### src/rtl/sr_latch_ctrl_pkg.sv
// Shared definitions for the SR latch sequencer: op codes, FSM states and
// the pulse/gap counter width helper.
package sr_ctrl_pkg;

  localparam logic [1:0] OP_SET = 2'd0;
  localparam logic [1:0] OP_CLR = 2'd1;
  localparam logic [1:0] OP_TGL = 2'd2;
  localparam logic [1:0] OP_NOP = 2'd3;

  typedef enum logic [2:0] {IDLE, PULSE, GAP, CHECK, INIT} state_t;

  // Wide enough to hold max(p, g) itself, since the INIT phase counts up to p.
  function automatic int cnt_w(input int p, input int g);
    int m;
    m = (p > g) ? p : g;
    return (m < 1) ? 1 : $clog2(m + 1);
  endfunction

endpackage

### src/rtl/sr_latch_ctrl_rr_arb2.sv
// Two-input round-robin arbiter; the pointer moves only when a grant is taken.
module rr_arb2 (
  input  logic       clock,
  input  logic       reset,
  input  logic [1:0] valid,
  input  logic       accept,
  output logic [1:0] grant
);

  logic prio1;

  assign grant[0] = valid[0] & (~valid[1] | ~prio1);
  assign grant[1] = valid[1] & (~valid[0] | prio1);

  always_ff @(posedge clock) begin
    if (reset)                 prio1 <= 1'b0;
    else if (accept && |grant) prio1 <= grant[0];
  end

endmodule

### src/rtl/sr_latch_ctrl.sv
// Sequencer/arbiter driving a bank of NOR SR latches with timed S/R pulses.
// Optional SR_LATCH_CTRL_INIT_CLEAR_EN adds a clear-all INIT phase after reset.
module sr_latch_ctrl
  import sr_ctrl_pkg::*;
#(
  parameter int NUM_LATCH    = 4,
  parameter int IDXW         = 2,
  parameter int PULSE_CYCLES = 2,
  parameter int GAP_CYCLES   = 1
) (
  input  logic                 clock,
  input  logic                 reset,
  input  logic                 req0_valid,
  output logic                 req0_ready,
  input  logic [IDXW-1:0]      req0_idx,
  input  logic [1:0]           req0_op,
  input  logic                 req1_valid,
  output logic                 req1_ready,
  input  logic [IDXW-1:0]      req1_idx,
  input  logic [1:0]           req1_op,
  output logic [NUM_LATCH-1:0] latch_s,
  output logic [NUM_LATCH-1:0] latch_r,
  input  logic [NUM_LATCH-1:0] latch_q,
  output logic                 busy,
  output logic                 done,
  output logic                 done_src,
  output logic                 err,
  output logic [IDXW-1:0]      err_idx
);

  localparam int CW = cnt_w(PULSE_CYCLES, GAP_CYCLES);
  localparam logic [CW-1:0] P_LAST = CW'(PULSE_CYCLES - 1);
  localparam logic [CW-1:0] G_LAST = CW'(GAP_CYCLES - 1);
  localparam logic [IDXW:0] N_LIM  = (IDXW + 1)'(NUM_LATCH);

  state_t                 state;
  logic [CW-1:0]          cnt;
  logic                   src;
  logic [IDXW-1:0]        idx_r;
  logic [NUM_LATCH-1:0]   mask_r;
  logic                   want_set;
  logic                   skip;
`ifdef SR_LATCH_CTRL_INIT_CLEAR_EN
  localparam logic [CW-1:0] P_FULL = CW'(PULSE_CYCLES);
  logic                   init_r;
`endif

  logic [1:0]             grant;
  logic                   idle;
  logic [IDXW-1:0]        sel_idx;
  logic [1:0]             sel_op;
  logic [NUM_LATCH-1:0]   sel_mask;
  logic                   sel_skip;
  logic                   sel_set;
  logic                   q_hit;

  assign idle = (state == IDLE);
  assign busy = ~idle;

  rr_arb2 u_arb (
    .clock  (clock),
    .reset  (reset),
    .valid  ({req1_valid, req0_valid}),
    .accept (idle),
    .grant  (grant)
  );

  assign req0_ready = idle & grant[0];
  assign req1_ready = idle & grant[1];

  // An out-of-range index shifts the single bit off the end, giving an empty mask.
  assign sel_idx  = grant[1] ? req1_idx : req0_idx;
  assign sel_op   = grant[1] ? req1_op  : req0_op;
  assign sel_mask = NUM_LATCH'(1) << sel_idx;
  assign sel_skip = (sel_op == OP_NOP) || ({1'b0, sel_idx} >= N_LIM);
  assign sel_set  = (sel_op == OP_SET) || ((sel_op == OP_TGL) && !(|(latch_q & sel_mask)));
  assign q_hit    = |(latch_q & mask_r);

  always_ff @(posedge clock) begin
    if (reset) begin
`ifdef SR_LATCH_CTRL_INIT_CLEAR_EN
      state  <= INIT;
      init_r <= 1'b1;
`else
      state  <= IDLE;
`endif
      cnt      <= '0;
      src      <= 1'b0;
      idx_r    <= '0;
      mask_r   <= '0;
      want_set <= 1'b0;
      skip     <= 1'b0;
      latch_s  <= '0;
      latch_r  <= '0;
      done     <= 1'b0;
      done_src <= 1'b0;
      err      <= 1'b0;
      err_idx  <= '0;
    end else begin
      done <= 1'b0;
      case (state)
        IDLE: if (|grant) begin
          src      <= grant[1];
          idx_r    <= sel_idx;
          mask_r   <= sel_mask;
          want_set <= sel_set;
          skip     <= sel_skip;
          cnt      <= '0;
          if (sel_skip) state <= CHECK;
          else begin
            state <= PULSE;
            if (sel_set) latch_s <= sel_mask;
            else         latch_r <= sel_mask;
          end
        end
        PULSE: if (cnt == P_LAST) begin
          latch_s <= '0;
          latch_r <= '0;
          cnt     <= '0;
          state   <= GAP;
        end else cnt <= cnt + CW'(1);
        GAP: if (cnt == G_LAST) begin
          cnt <= '0;
`ifdef SR_LATCH_CTRL_INIT_CLEAR_EN
          if (init_r) begin
            init_r <= 1'b0;
            state  <= IDLE;
          end else state <= CHECK;
`else
          state <= CHECK;
`endif
        end else cnt <= cnt + CW'(1);
        CHECK: begin
          done     <= 1'b1;
          done_src <= src;
          // Only the first mismatch is recorded; err is sticky until reset.
          if (!skip && (q_hit != want_set) && !err) begin
            err     <= 1'b1;
            err_idx <= idx_r;
          end
          state <= IDLE;
        end
`ifdef SR_LATCH_CTRL_INIT_CLEAR_EN
        INIT: if (cnt == P_FULL) begin
          latch_r <= '0;
          cnt     <= '0;
          state   <= GAP;
        end else begin
          latch_r <= '1;
          cnt     <= cnt + CW'(1);
        end
`endif
        default: state <= IDLE;
      endcase
    end
  end

endmodule

### config.mk
export PLATFORM = sky130hd
export DESIGN_NAME = sr_latch_ctrl
export DESIGN_NICKNAME = d
export VERILOG_FILES = /design/src/rtl/sr_latch_ctrl_pkg.sv /design/src/rtl/sr_latch_ctrl_rr_arb2.sv /design/src/rtl/sr_latch_ctrl.sv
export SDC_FILE = /design/constraint.sdc
export NUM_CORES = 1
export LEC_CHECK = 0
export CORE_MARGIN = 4
export CORE_UTILIZATION = 51
export DETAILED_ROUTE_END_ITERATION = 8
export GPL_ROUTABILITY_DRIVEN = 0
export MAX_ROUTING_LAYER = met4
export PLACE_DENSITY = 0.79
export SYNTH_ARGS = -nofsm -noshare
export SYNTH_HDL_FRONTEND = slang
export SYNTH_SLANG_ARGS = --single-unit
### constraint.sdc
create_clock -name clock -period 2.3 [get_ports clock]
set_input_delay 0.345 -clock clock [delete_from_list [all_inputs] [get_ports clock]]
set_output_delay 0.345 -clock clock [all_outputs]
set_load 0.02 [all_outputs]
## After elaboration in Yosys (flattened, before gate mapping)

Index checks and enable logic that the tools add are counted.

| cells by class | value |
|---|---|
| mux-type cells | 21 |
| bitwise gates (word level) | 12 |
| equality and inequality tests | 13 |
| add/subtract/negate cells | 1 |
| reductions and logical operators | 22 |
| shifts and indexed selects | 1 |

Operators with widths:

| operator | number |
|---|---|
| $mux 4 | 7 |
| $pmux 4 s2 | 2 |
| $mux 2 | 6 |
| $reduce_and 5->1 | 2 |
| $mux 3 | 3 |
| $pmux 3 s3 | 1 |
| $and 4x4->4 | 2 |
| $ne 2x2->1 const B | 4 |
| $reduce_or 4->1 | 2 |
| $eq 3x2->1 const B | 2 |
| $pmux 2 s3 | 1 |
| $reduce_and 2->1 | 3 |
| $and 1x1->1 | 4 |
| $eq 2x2->1 const B | 2 |
| $logic_and 1x1->1 | 4 |
| $logic_not 2->1 | 2 |
| $ne 2x1->1 const B | 2 |
| $not 1->1 | 4 |
| $shl 1x2->4 const A | 1 |
| $eq 3x1->1 const B | 1 |
| $logic_not 1->1 | 3 |
| $logic_not 3->1 | 1 |
| $reduce_and 3->1 | 1 |
| $reduce_bool 3->1 | 1 |
| other kinds (8) | 9 |

| word-level totals | value |
|---|---|
| register bits after elaboration | 28 |
| bits of input ports | 16 |
| output and inout port bits | 16 |
| word-level logic and storage cells | 84 |

## Logic depth before layout (Yosys ltp)

Gate-level depths: netlist of the first run.

| depth | value |
|---|---|
| depth after elaboration | 14 |
| depth in mapped cells | 7 |
| depth with buffers taken out | 7 |

## By module

Synthesis of the first run repeated with hierarchy kept, for this count alone.

| second synthesis, totals | value |
|---|---|
| cell total of the unflattened synthesis | 172 |
| area total of the unflattened synthesis | 1,549.0 µm² |

By module, submodules not included:

| module | area an instance (µm²) | cells an instance | instances |
|---|---|---|---|
| sr_latch_ctrl | 1,483.9 | 165 | 1 |
| rr_arb2 | 65.1 | 7 | 1 |

## Worst setup path after synthesis of the first run

No wires, ideal clock.

| timing path | value |
|---|---|
| kind | flip-flop to flip-flop |
| from | reg state[0] |
| to | reg src |
| stages on the path, launching flop included | 8 |
| path buffers | 1 |
| slack | 0.540 ns |
| clock period less this slack | 1.760 ns |
| setup time | 0.128 ns |
| data arrival time | 1.633 ns |
| path through | dfxtp_1 inv_1 ha_1 clkbuf_1 nand2_1 a21oi_1 a2bb2oi_1 nor2_1 |

| on the way | value |
|---|---|
| longest elaborated chain between the ends | 2 |

Ends and longest elaborated chain:

| what | RTL line | source |
|---|---|---|
| start: declaration | sr_latch_ctrl.sv:36 | `state_t state;` |
| start signal: assignment | sr_latch_ctrl.sv:85 | `state <= IDLE;` |
| start signal: assignment | sr_latch_ctrl.sv:109 | `if (sel_skip) state <= CHECK;` |
| start signal: assignment | sr_latch_ctrl.sv:111 | `state <= PULSE;` |
| $logic_not 3->1 | sr_latch_ctrl.sv:101 | `case (state)` |
| $reduce_and 2->1 (no line) | n/a |  |
| end signal: assignment | sr_latch_ctrl.sv:103 | `src <= grant[1];` |
| end: declaration | sr_latch_ctrl.sv:38 | `logic src;` |

Every way passes these cells.
A chain may end at the register's enable or synchronous reset.

## Worst setup path in the final report of the first run

| timing path | value |
|---|---|
| from | reg state[0] |
| to | out busy |

| on the way | value |
|---|---|
| longest elaborated chain between the ends | 2 |

Ends and longest elaborated chain:

| what | RTL line | source |
|---|---|---|
| $logic_not 3->1 | sr_latch_ctrl.sv:57 | `assign idle = (state == IDLE);` |
| $not 1->1 | sr_latch_ctrl.sv:58 | `assign busy = ~idle;` |
| end: declaration | sr_latch_ctrl.sv:24 | `output logic busy,` |

Every way passes these cells.

==> impl_metrics.ini, run 1 <==
[setup_path]
r2r_setup_slack_ns = 0.35
crit_required_ns = 1.96
reg2reg_depth = 8
crit_path_end_kind = output port
timing.rr.end = latch_r[1]$_SDFFE_PP0P_
critical_path_arrival_ns = 1.84
cp_max_fo = 8
rr_startpoint = state[0]$_SDFFE_PP0P_
critPathKind = reg -> out
cp-start-kind = flop

[sta]
fin_tns_setup_ns = 0
final.min_clock_period_ns = 2.188
finClkSkew_ns = 0.01086
tightest_slew_ns = 0.3741
hold_viol = 0
slew_headroom = 0.7495
finalCritPeriodShare = 0.9511
max_freq_mhz = 457.1
slew_violations = 0
setup_viol = 0
whs_ns = 0.4684
rsz0062_at_grt = no

[drt]
wl_per_cell_microns = 14.61
met3RoutedLength_microns = 157
drc = 0
routed.top_layer = met4
drt-pass1-iter-count = 4
postRouteAntennaNets = 0
via_per_inst = 5.600
wl_met2_mm = 2.055
dr.first_iter.drc_count = 99
vias = 1512
drt-total-wl_mm = 3.944
met1_length_mm = 1.704

[final_layout]
num_antenna_cells = 0
synthToLayoutAreaGrowth_pct = 29.23
final_core_util = 0.6814
nets = 251
drive_above_1_share = 0.1372
fillerInstances = 240
stdcell_count = 270

[cts]
clk_pin_slew_ns = 0.14
numCtsBuffers = 3
clockBufferDepth = 2
cts_tree = yes
root_buffer = clkbuf_4
clk_latency_ns = 0.32
htreeDepth = 1
postCtsHoldBufs = 0
cts_sinks = 27

[floorplan]
chipWidth_microns = 63.95
dieArea_sq_mm = 0.004090
coreArea_sq_mm = 0.003028
pin_count = 32
rows = 20
die_h_microns = 63.95
start_util = 0.5273

[logic_synthesis]
ys_types = 47
ys_ff_latch = 27
yosys-top-cells-area = dfxtp_1, ha_1, a21oi_1
syn-num-nets = 209
ys_top_cells_by_count = dfxtp_1, a21oi_1, nor2_1
syn-cell-area_sq_mm = 0.001597
yosysMostFrequentCell = dfxtp_1
synth_top_area_frac = 0.3386
ys.flop_type = dfxtp_1
synth_edf_count = 0
ys_async_sr_fraction = 0
yosysSeqAreaShare = 0.3386
yosys.area.top_type = dfxtp_1
yosys_warnings = 0
synth_cells = 185
syn_area_per_cell_sq_um = 8.630

[grt]
grt_overflow = 0
grt_pass1_vias = 1541
antenna_found_initial = 0
grt_max_degree = 15
grt_pass1_wl_mm = 6.727
grt_util_all_layers = 0.2042

[power_and_ir_drop]
leakagePower_uw = 0.0007958
pwr-share-seq = 0.339
p_int_uw = 1069
p_total_uw = 1846
power.share.clock = 0.109
p_per_area_mw_per_mm2 = 894.8
p_switching_uw = 777.0
swShare = 0.4209
peakVddDrop_mv = 0.4460
combPwrFrac = 0.552

[hold_path]
min_path_cells = 2
whs_endpoint = skip$_SDFFE_PP0P_
hold_path_class = reg -> reg
hp-start = skip$_SDFFE_PP0P_

[outcome]
status = finished, final reports clean

[placed_design]
dp_cells = 266
portBuffers = 31
dp_hpwl_mm = 3.191

[flow_run]
maxCapViolCount = 0
==> sequential cells by signal (all words and copies together) (netlist names) <==
name / cells
state: 2
err: 1
u_arb.prio1: 1
done: 1
done_src: 1
latch_s: 4
latch_r: 4
src: 1
idx_r: 2
cnt: 2
mask_r: 4
err_idx: 2
skip: 1
want_set: 1
==> critical path: stages, from the launching register on <==
cell	delay [ns]
dfxtp_1	0.44
inv_1	0.10
ha_2	0.25
inv_2	0.12
clkdlybuf4s50_1	0.61
==> logic make-up (layout without fill, tap and decap cells) <==
kind of cell,count (synthesis),in the layout,synth area share
DFF,27,27,0.3386
AOI/OAI and AO/OA,56,56,0.2547
adders and majority gates,8,8,0.06270
muxes,6,6,0.05329
buffers and inverters,21,62,0.05172
and+or+nand+nor,67,67,0.2390
==> metal layers <==
layer / GRT usage / up-vias
met3: 0.02285 / 4
met5: - / -
met4: 0.03504 / 0
li1: - / 759
met1: 0.2359 / 711
met2: 0.3806 / 38
==> cell type report <==
class	count	area [sq um]	area share
clock buffer	4	26.28	0.01273
sequential	27	540.5	0.2620
inverter	14	52.55	0.02547
tap	44	55.05	0.02668
multi-input combinational	137	975.9	0.4730
timing repair buffer	44	412.9	0.2001
==> timing repair <==
action / CTS / global route
endpoints found under the setup margin: 2 / 2
gates resized for setup: 1 / 2
setup buffers: 0 / 0
==> cells in the final DEF, fill, tap and decap left out, types with 2 or more instances in the layout <==
cell / synthesis / routed
nand3b_1: 6 / 6
a22oi_1: 2 / 2
clkbuf_4: 0 / 3
clkdlybuf4s50_1: 0 / 29
nand3_1: 5 / 5
ha_1: 8 / 7
nor3b_1: 5 / 5
nor2_1: 16 / 16
nor2_2: 2 / 2
nand2_1: 11 / 11
nor2b_1: 2 / 2
buf_4: 1 / 13
or3_1: 3 / 3
o31ai_1: 3 / 3
dlymetal6s2s_1: 0 / 2
a31oi_1: 2 / 2
mux4_2: 2 / 2
a21o_1: 2 / 2
a22o_1: 2 / 2
a311oi_1: 4 / 4
inv_1: 12 / 12
nor3_1: 4 / 4
dfxtp_1: 27 / 27
o32ai_1: 4 / 4
mux2i_1: 4 / 4
a21oi_1: 19 / 19
nand4b_1: 2 / 2
a211oi_1: 4 / 4
o21ai_1: 5 / 5
nand2b_1: 4 / 4
==> power groups by stage <==
stage          Clock (uW)  Combinational (uW)  Sequential (uW)
2_1_floorplan           0                 637              649
3_3_place_gp            0                 963              629
3_5_place_dp            0                1000              635
4_1_cts               211                1010              625
5_1_grt               232                1100              641
6_report              202                1020              625
==> metrics by stage <==
stage / cell area, sq um / setup slack, ns
2_1_floorplan: 1597 / 0.5398
3_3_place_gp: 2029 / 0.1601
3_5_place_dp: 2029 / 0.09908
4_1_cts: 2058 / 0.004321
5_1_grt: 2063 / 0.03734
6_report: 2063 / 0.1124
==> how the worst max path moves through the flow <==
stage                                    endpoint  cells after the start             startpoint  slack, ns
after floorplan                  src$_SDFFE_PP0P_                      7  state[0]$_SDFFE_PP0P_       0.54
after global placement    latch_r[2]$_SDFFE_PP0P_                      6            req1_idx[0]       0.16
after detailed placement  latch_r[2]$_SDFFE_PP0P_                      6            req1_idx[0]        0.1
after CTS                              req0_ready                      5  state[0]$_SDFFE_PP0P_      0.004
after global routing                         busy                      4  state[0]$_SDFFE_PP0P_       0.04
final                                        busy                      4  state[0]$_SDFFE_PP0P_       0.11
Power figures use the tool's default switching activity.
==> run 2: changes to the inputs <==
--- a/config.mk
+++ b/config.mk
@@ -11,6 +11,7 @@
 export GPL_ROUTABILITY_DRIVEN = 0
 export MAX_ROUTING_LAYER = met4
 export PLACE_DENSITY = 0.79
+export SKIP_CTS_REPAIR_TIMING = 1
 export SYNTH_ARGS = -nofsm -noshare
 export SYNTH_HDL_FRONTEND = slang
 export SYNTH_SLANG_ARGS = --single-unit
==> results of run 2 <==
No change in the layout: final DEF, timing and power equal those of run 1.
Main changes from that run: wire length of the first global-routing pass 6727 microns -> 6720 microns; via count of the first global-routing pass 1541 -> 1537
==> run 3: changes to the inputs <==
--- a/config.mk
+++ b/config.mk
@@ -6,12 +6,14 @@
 export NUM_CORES = 1
 export LEC_CHECK = 0
 export CORE_MARGIN = 4
-export CORE_UTILIZATION = 51
+export CORE_UTILIZATION = 59
 export DETAILED_ROUTE_END_ITERATION = 8
+export DONT_BUFFER_PORTS = 1
 export GPL_ROUTABILITY_DRIVEN = 0
 export MAX_ROUTING_LAYER = met4
-export PLACE_DENSITY = 0.79
+export PLACE_DENSITY = 0.75
 export SKIP_CTS_REPAIR_TIMING = 1
+export SKIP_LAST_GASP = 1
 export SYNTH_ARGS = -nofsm -noshare
 export SYNTH_HDL_FRONTEND = slang
 export SYNTH_SLANG_ARGS = --single-unit
==> impl_metrics.ini, run 3 (synthesized netlist as in run 1, its figures left out) <==
[sta]
whs_ns = 0.07191
finClkSkew_ns = 0.008910
finalCritPeriodShare = 0.8947
rsz0062_at_grt = no
tightest_slew_ns = 0.4141
max_freq_mhz = 485.9
setup_viol = 0
final.min_clock_period_ns = 2.058
slew_headroom = 0.7229
hold_viol = 0
slew_violations = 0
fin_tns_setup_ns = 0

[placed_design]
dp_hpwl_mm = 2.792
portBuffers = 0
dp_cells = 211

[final_layout]
stdcell_count = 215
nets = 210
synthToLayoutAreaGrowth_pct = 3.762
drive_above_1_share = 0.1189
most-common-layout-cells = dfxtp_1, a21oi_1, nor2_1
reg_top3 = latch_r (4), latch_s (4), mask_r (4)
layout_commonest_cell = dfxtp_1
num_antenna_cells = 0
final_core_util = 0.6567

[setup_path]
critical_path_arrival_ns = 1.71
crit_path_end_kind = output port
critPathKind = reg -> out
cp-start-kind = flop
cp.depth = 4
slowest_stage = dfxtp_1
reg2reg_depth = 8
crit_chain = inv_1 > ha_2 > inv_2 > nor2_1
crit_required_ns = 1.96
cp_top_family = flip-flops
cp_max_fo = 16
crit_buf_inv = 2
slowest_delay_ns = 0.38

[outcome]
status = finished, final reports clean

[cts]
clockBufferDepth = 2
root_buffer = clkbuf_4
cts_tree = yes
numCtsBuffers = 3
cts_sinks = 27
htreeDepth = 1
clk_pin_slew_ns = 0.14
clk_latency_ns = 0.31

[power_and_ir_drop]
peakVddDrop_mv = 0.6577
p_total_uw = 1673
p_per_area_mw_per_mm2 = 1010
leakagePower_uw = 0.0006086

[drt]
wl_per_cell_microns = 16.58
vias = 1408
drt-pass1-iter-count = 4
drt-total-wl_mm = 3.565
dr.first_iter.drc_count = 125
postRouteAntennaNets = 0
via_per_inst = 6.549
drc = 0

[flow_run]
maxCapViolCount = 0

[floorplan]
start_util = 0.6329
rows = 18
coreArea_sq_mm = 0.002522
dieArea_sq_mm = 0.003602
die_h_microns = 60.02
chipWidth_microns = 60.02
pin_count = 32

[hold_path]
hold_path_class = in -> reg
min_path_cells = 1

[grt]
grt_max_degree = 34
grt_pass1_wl_mm = 6.182
grt_overflow = 0
grt_util_all_layers = 0.2251
busiest_layer = met2
use_met1 = 0.3064
use_met3 = 0.04752
grt_pass1_vias = 1378
grt_use_met2 = 0.3441
antenna_found_initial = 0
-- run 3: changes by cell type in the layout (fill, tap and decap cells not counted), sizes merged --
cell	delta
dlymetal6s2s	-2
clkdlybuf4s50	-29
clkbuf	-1
buf	-10
clkinv	+1
-- run 3: area by class of cell --
cell class	instances	area, sq um
Multi-Input combinational cell	137	975.9
Sequential cell	27	540.5
Clock buffer	3	22.52
Clock inverter	1	5.005
Fill cell	214	865.8
Tap cell	30	37.54
Timing Repair Buffer	3	22.52
Inverter	14	52.55
-- run 3: power breakdown --
part           internal [uW]  switching, uW
logic                    324            493
clock network           64.9            133
registers                560           98.3
total                    949            724
-- run 3: per-stage QoR --
stage	setup slack [ns]	instance area, sq um
2_1_floorplan	0.5398	1597
3_3_place_gp	0.4199	1627
3_5_place_dp	0.3229	1627
4_1_cts	0.06224	1654
5_1_grt	0.1763	1657
6_report	0.2422	1657
-- run 3: path summary, 6_finish.rpt --
path	start	to	slack (ns)
worst max-delay path	state[1]$_SDFFE_PP0P_	req1_ready	0.24
worst min-delay path	reset	cnt[1]$_SDFFE_PP0P_	0.07
worst max register to register	state[1]$_SDFFE_PP0P_	latch_s[1]$_SDFFE_PP0P_	0.38
worst min register to register	want_set$_SDFFE_PP0P_	want_set$_SDFFE_PP0P_	0.48
-- run 3: metal layers --
metal,share of wire,vias to the layer above
met3,0.083,4
met5,0,-
met4,0.0076,0
met1,0.44,666
li1,-,674
met2,0.46,64
